==> config.mk <==
export PLATFORM = sky130hd
export DESIGN_NAME = match_reporter
export DESIGN_NICKNAME = d
export VERILOG_FILES = /design/src/rtl/match_reporter.sv
export SDC_FILE = /design/constraint.sdc
export NUM_CORES = 1
export LEC_CHECK = 0
export CAP_MARGIN = 20
export CORE_ASPECT_RATIO = 1.1
export CORE_MARGIN = 2
export CORE_UTILIZATION = 62
export CTS_BUF_LIST = sky130_fd_sc_hd__clkbuf_4 sky130_fd_sc_hd__clkbuf_8
export DETAILED_ROUTE_END_ITERATION = 10
export PLACE_DENSITY_LB_ADDON = 0.2
export SETUP_SLACK_MARGIN = 0.5
export SYNTH_ARGS = -nofsm -noshare
export SYNTH_HDL_FRONTEND = slang
export SYNTH_SLANG_ARGS = --single-unit
==> constraint.sdc <==
create_clock -name clk -period 4.1 [get_ports clk]
set_input_delay 1.23 -clock clk [delete_from_list [all_inputs] [get_ports clk]]
set_output_delay 1.23 -clock clk [all_outputs]
set_load 0.05 [all_outputs]
==> src/rtl/match_reporter.sv <==
// match_reporter: snapshots sticky engine match bits a fixed delay after end of packet,
// then serialises the set bits lowest-first into (rule id, last) records through a FIFO.
module match_reporter #(
    parameter int NUM_ENGINES = 32,
    parameter int ID_W        = 5,
    parameter int FIFO_DEPTH  = 8,
    parameter int EOD_LAT     = 2
) (
    input  logic                   clk,
    input  logic                   resetn,
    input  logic                   en,
    input  logic                   sod,
    input  logic                   eod,
    input  logic [NUM_ENGINES-1:0] eng_match,
    output logic                   rpt_valid,
    input  logic                   rpt_ready,
    output logic [ID_W-1:0]        rpt_id,
    output logic                   rpt_last,
    output logic [31:0]            pkt_cnt,
    output logic [31:0]            match_cnt,
    output logic [15:0]            drop_cnt
);

    localparam int TW = (EOD_LAT > 1) ? $clog2(EOD_LAT) : 1;
    localparam int AW = $clog2(FIFO_DEPTH);
    localparam logic [NUM_ENGINES-1:0] VEC_ONE = NUM_ENGINES'(1);
    localparam logic [AW:0]            PTR_ONE = (AW + 1)'(1);
    localparam logic [TW-1:0]          TMR_ONE = TW'(1);
    localparam logic [TW-1:0]          TMR_INIT = TW'(EOD_LAT - 1);

    typedef enum logic [1:0] {IDLE, SCAN, RELOAD} state_t;

    function automatic logic [ID_W-1:0] lowest_set(input logic [NUM_ENGINES-1:0] v);
        logic [ID_W-1:0] idx;
        idx = '0;
        for (int i = NUM_ENGINES - 1; i >= 0; i--) begin
            if (v[i]) idx = ID_W'(i);
        end
        return idx;
    endfunction

    state_t                 state_q, state_d;
    logic                   tmr_act_q, tmr_act_d;
    logic [TW-1:0]          tmr_cnt_q, tmr_cnt_d;
    logic [NUM_ENGINES-1:0] scan_q, scan_d;
    logic [NUM_ENGINES-1:0] pend_q, pend_d;
    logic [AW:0]            wr_q, rd_q;
    logic [ID_W:0]          mem_q [FIFO_DEPTH];
    logic [31:0]            pkt_cnt_q, match_cnt_q;
    logic [15:0]            drop_cnt_q;

    logic                   snap_fire, snap_nz, abort, snap_drop;
    logic                   push, pop, fifo_full, fifo_can_push;
    logic [ID_W-1:0]        push_id;
    logic                   push_last;
    logic [NUM_ENGINES-1:0] scan_clr;
    logic [ID_W:0]          rd_word;

    // The engines share the byte strobe, but capture timing is purely eod-driven.
    logic unused_en;
    assign unused_en = en;

    assign fifo_full     = (wr_q[AW] != rd_q[AW]) && (wr_q[AW-1:0] == rd_q[AW-1:0]);
    assign rpt_valid     = (wr_q != rd_q);
    assign pop           = rpt_valid && rpt_ready;
    assign fifo_can_push = !fifo_full || pop;
    assign rd_word       = mem_q[rd_q[AW-1:0]];
    assign rpt_id        = rpt_valid ? rd_word[ID_W-1:0] : '0;
    assign rpt_last      = rpt_valid ? rd_word[ID_W] : 1'b0;

    assign scan_clr  = scan_q & (scan_q - VEC_ONE);
    assign push_id   = lowest_set(scan_q);
    assign push_last = (scan_clr == '0);

    // Capture timer: a sod while armed aborts; a new eod always re-arms.
    always_comb begin
        tmr_act_d = tmr_act_q;
        tmr_cnt_d = tmr_cnt_q;
        snap_fire = 1'b0;
        abort     = 1'b0;
        if (tmr_act_q) begin
            if (sod) begin
                abort     = 1'b1;
                tmr_act_d = 1'b0;
            end else if (tmr_cnt_q == '0) begin
                snap_fire = 1'b1;
                tmr_act_d = 1'b0;
            end else begin
                tmr_cnt_d = tmr_cnt_q - TMR_ONE;
            end
        end
        if (eod) begin
            tmr_act_d = 1'b1;
            tmr_cnt_d = TMR_INIT;
        end
    end

    assign snap_nz = snap_fire && (eng_match != '0);

    always_comb begin
        state_d   = state_q;
        scan_d    = scan_q;
        pend_d    = pend_q;
        push      = 1'b0;
        snap_drop = 1'b0;
        case (state_q)
            IDLE: begin
                // Pending can only be occupied here by a snapshot taken during RELOAD.
                if (pend_q != '0) begin
                    scan_d  = pend_q;
                    pend_d  = snap_nz ? eng_match : '0;
                    state_d = SCAN;
                end else if (snap_nz) begin
                    scan_d  = eng_match;
                    state_d = SCAN;
                end
            end
            SCAN: begin
                if (fifo_can_push) begin
                    push   = 1'b1;
                    scan_d = scan_clr;
                    if (push_last) state_d = RELOAD;
                end
                if (snap_nz) begin
                    if (pend_q == '0) pend_d = eng_match;
                    else              snap_drop = 1'b1;
                end
            end
            RELOAD: begin
                if (pend_q != '0) begin
                    scan_d  = pend_q;
                    state_d = SCAN;
                end else begin
                    state_d = IDLE;
                end
                pend_d = snap_nz ? eng_match : '0;
            end
            default: state_d = IDLE;
        endcase
    end

    always_ff @(posedge clk or negedge resetn) begin
        if (!resetn) begin
            state_q     <= IDLE;
            tmr_act_q   <= 1'b0;
            tmr_cnt_q   <= '0;
            scan_q      <= '0;
            pend_q      <= '0;
            wr_q        <= '0;
            rd_q        <= '0;
            pkt_cnt_q   <= '0;
            match_cnt_q <= '0;
            drop_cnt_q  <= '0;
        end else begin
            state_q   <= state_d;
            tmr_act_q <= tmr_act_d;
            tmr_cnt_q <= tmr_cnt_d;
            scan_q    <= scan_d;
            pend_q    <= pend_d;
            if (push) wr_q <= wr_q + PTR_ONE;
            if (pop)  rd_q <= rd_q + PTR_ONE;
            if (snap_fire) pkt_cnt_q <= pkt_cnt_q + 32'd1;
            if (push)      match_cnt_q <= match_cnt_q + 32'd1;
            if ((abort || snap_drop) && (drop_cnt_q != 16'hFFFF))
                drop_cnt_q <= drop_cnt_q + 16'd1;
        end
    end

    always_ff @(posedge clk) begin
        if (push) mem_q[wr_q[AW-1:0]] <= {push_last, push_id};
    end

    assign pkt_cnt   = pkt_cnt_q;
    assign match_cnt = match_cnt_q;
    assign drop_cnt  = drop_cnt_q;

endmodule

==> results.py, run 1 <==
metrics = {
    "timing": {
        "rsz0062_at_grt": "no",
        "hold_violations": 0,
        "relSlewSlack": 0.355,
        "maxSlewViolCount": 0,
        "max_freq_mhz": 287,
        "post-route-min-period_ps": 3490,
        "worst_pin_slew_ps": 960,
        "whs_ps": 469,
        "period_share": 0.851,
        "setup_viol": 0,
        "clock_skew_ps": 33.3,
        "fin_ws_ps": 611,
        "tns_ps": 0,
    },
    "clock_network": {
        "root_buffer": "clkbuf_8",
        "h-tree-depth": 2,
        "cts_tree": "yes",
        "clkLatencyLatePin_ps": 520,
        "cts_max_path_buffers": 3,
        "cts_buffers": 34,
        "clk_pin_slew_ps": 60,
        "ctsHoldBuffers": 0,
        "cts.sinks": 204,
    },
    "logic_synthesis": {
        "synth-edff-count": 48,
        "yosys_register_bits": 204,
        "synthArstFlopShare": 0.765,
        "avgSynthCellArea_um2": 10.1,
        "synthesis.nets": 1045,
        "synth_cells": 997,
        "syn_area_um2": 10100,
        "seq_area_frac_synth": 0.530,
        "ys_types": 66,
        "synthFlopType": "dfrtp_1",
        "yosys_warnings": 0,
    },
    "critical_path": {
        "cp_slowest_cell": "mux4_2",
        "crit_type": "reg2out",
        "reg2reg_depth": 7,
        "crit_start": "rd_q[0]",
        "worstReg2RegEnd": "state_q[0]",
        "slowest_delay_ps": 550,
        "arrival_ps": 2260,
        "path_cells": "buf_6 > mux4_2 > mux2i_1 > nor2_1 > dlygate4sd2_1",
        "r2r_setup_slack_ps": 820,
        "start_kind": "register",
        "crit_fanout": 16,
        "crit_buf_inv": 2,
        "r2r_start": "scan_q[0]",
        "critPathTopFamily": "multiplexers",
        "crit_required_ps": 2870,
        "worstSetupEndpointType": "primary output",
    },
    "die": {
        "core_area_um2": 15800,
        "die_area_um2": 17300,
        "boundaryPins": 125,
        "dieWidth_um": 126,
        "die_h_um": 138,
        "std_cell_rows": 48,
        "initial_core_util": 0.639,
    },
    "power": {
        "leakage_nw": 4.97,
        "power_density_nw_per_um2": 824,
        "vdd.ir_drop.worst_uv": 987,
        "p_total_mw": 10.1,
    },
    "place": {
        "dp_hpwl_um": 16400,
        "numPortBuffers": 123,
        "gp_congestion": 0.908,
        "pre_cts_slack_ps": 372,
    },
    "run": {
        "maxCapViolCount": 0,
    },
    "final_layout": {
        "multiInputGateArea_um2": 4470,
        "regArea_um2": 5350,
        "layout_common_cells": "dfrtp_1, nand2_1, clkdlybuf4s50_1",
        "area_delta_synth_final_pct": 21.7,
        "fin_nets": 1176,
        "drive_above_1_share": 0.102,
        "fill_cells": 1096,
        "insertedDiodeCount": 0,
        "final_common_cell": "dfrtp_1",
    },
    "drt": {
        "drt_wl_total_um": 23400,
        "vias": 8106,
        "ant_nets": 0,
        "viasPerCell": 6.01,
        "firstDrtPassIters": 5,
        "wl_per_cell_um": 17.4,
        "route.detailed.drc": 0,
        "drtIter0Drc": 751,
    },
    "global_routing": {
        "grt_pass1_vias": 7805,
        "antenna_found_initial": 0,
        "overflow": 0,
        "grt_pass1_wl_um": 38700,
        "grt_max_degree": 77,
        "track_usage": 0.276,
    },
    "worst_hold_path": {
        "min_from": "match_cnt[31]",
        "hold_class": "reg2reg",
        "hold_depth": 1,
        "whs_endpoint": "match_cnt[31]",
    },
    "outcome": {
        "status": "complete, no violations",
    },
}
-- worst max path at each step --
stage | endpoint | slack [ps] | cells past startpoint
global placement | scan_q[30] | 380 | 8
finish | rpt_id[0] | 610 | 5
detailed placement | scan_q[28] | 370 | 8
floorplan | rpt_id[2] | 670 | 5
global route | rpt_id[0] | 510 | 5
CTS | rpt_id[2] | 540 | 5
-- worst register-to-register path: cells and delay by family, from the launching register on --
family,cells,cell delay [ps]
simple gates,5,1950
compound gates,2,660
flops,1,540
-- state kept, by name (all words and copies together), names as in the netlist --
signal / count
pkt_cnt: 32
match_cnt: 32
wr_q: 4
tmr_act_q: 1
pend_q: 32
drop_cnt: 16
rd_q: 4
mem_q: 48
scan_q: 32
tmr_cnt_q: 1
state_q: 2
-- per-stage QoR --
stage | utilization | cell area (um^2) | cells
6_report | 0.777 | 12300 | 1349
5_1_grt | 0.777 | 12300 | 1349
4_1_cts | 0.777 | 12300 | 1349
3_5_place_dp | 0.735 | 11600 | 1292
3_3_place_gp | 0.735 | 11600 | 1292
2_1_floorplan | - | 10100 | 997
-- synth_stat cells, types with 21 or more instances --
master	instances	area [um^2]
o21ai_0	84	420
clkbuf_1	46	173
dfrtp_1	156	3900
edfxtp_1	48	1440
nor2_1	73	274
nand2_1	155	582
nand4_1	24	150
xnor2_1	70	613
a21oi_1	59	295
nor4_1	24	150
nor3_1	21	105
nand3_1	33	165
-- cell families (layout without fill, tap and decap cells) --
family | Yosys count | after routing | share of synthesized area
compound gates | 211 | 211 | 0.126
xor+xnor | 86 | 86 | 0.0747
fa+ha+maj | 13 | 13 | 0.0155
buf+inv | 75 | 227 | 0.0293
flops | 204 | 204 | 0.530
mux | 21 | 21 | 0.0361
simple gates | 387 | 387 | 0.189
-- cell type report --
cell class / instances / area share
Sequential cell: 204 / 0.435
Multi-Input combinational cell: 718 / 0.364
Timing Repair Buffer: 150 / 0.119
Clock buffer: 57 / 0.0547
Tap cell: 200 / 0.0204
Inverter: 20 / 0.00611
-- power by group --
| group | internal (mW) | switching, mW |
|---|---|---|
| clock network | 1.02 | 0.764 |
| registers | 2.66 | 0.484 |
| logic | 1.86 | 3.33 |
| total | 5.54 | 4.58 |
-- per-layer routing --
layer  global-route usage  up-vias  routed length (um)
met5                    0        -                   0
met4                0.109        0                 648
met3               0.0419       52                1520
met2                0.450      329               11400
met1                0.377     3871                9820
li1                     -     3854                   -
-- repair_timing --
item,4_1_cts,5_1_grt
buffers inserted,0,0
endpoints found under the setup margin,7,7
resized for setup,9,3
Power figures use the tool's default switching activity.
==> run 2, diff against run 1 <==
--- a/config.mk
+++ b/config.mk
@@ -5,7 +5,6 @@
 export SDC_FILE = /design/constraint.sdc
 export NUM_CORES = 1
 export LEC_CHECK = 0
-export CAP_MARGIN = 20
 export CORE_ASPECT_RATIO = 1.1
 export CORE_MARGIN = 2
 export CORE_UTILIZATION = 62
==> results of run 2 <==
The final DEF is identical to that of run 1; final timing and power are the same.
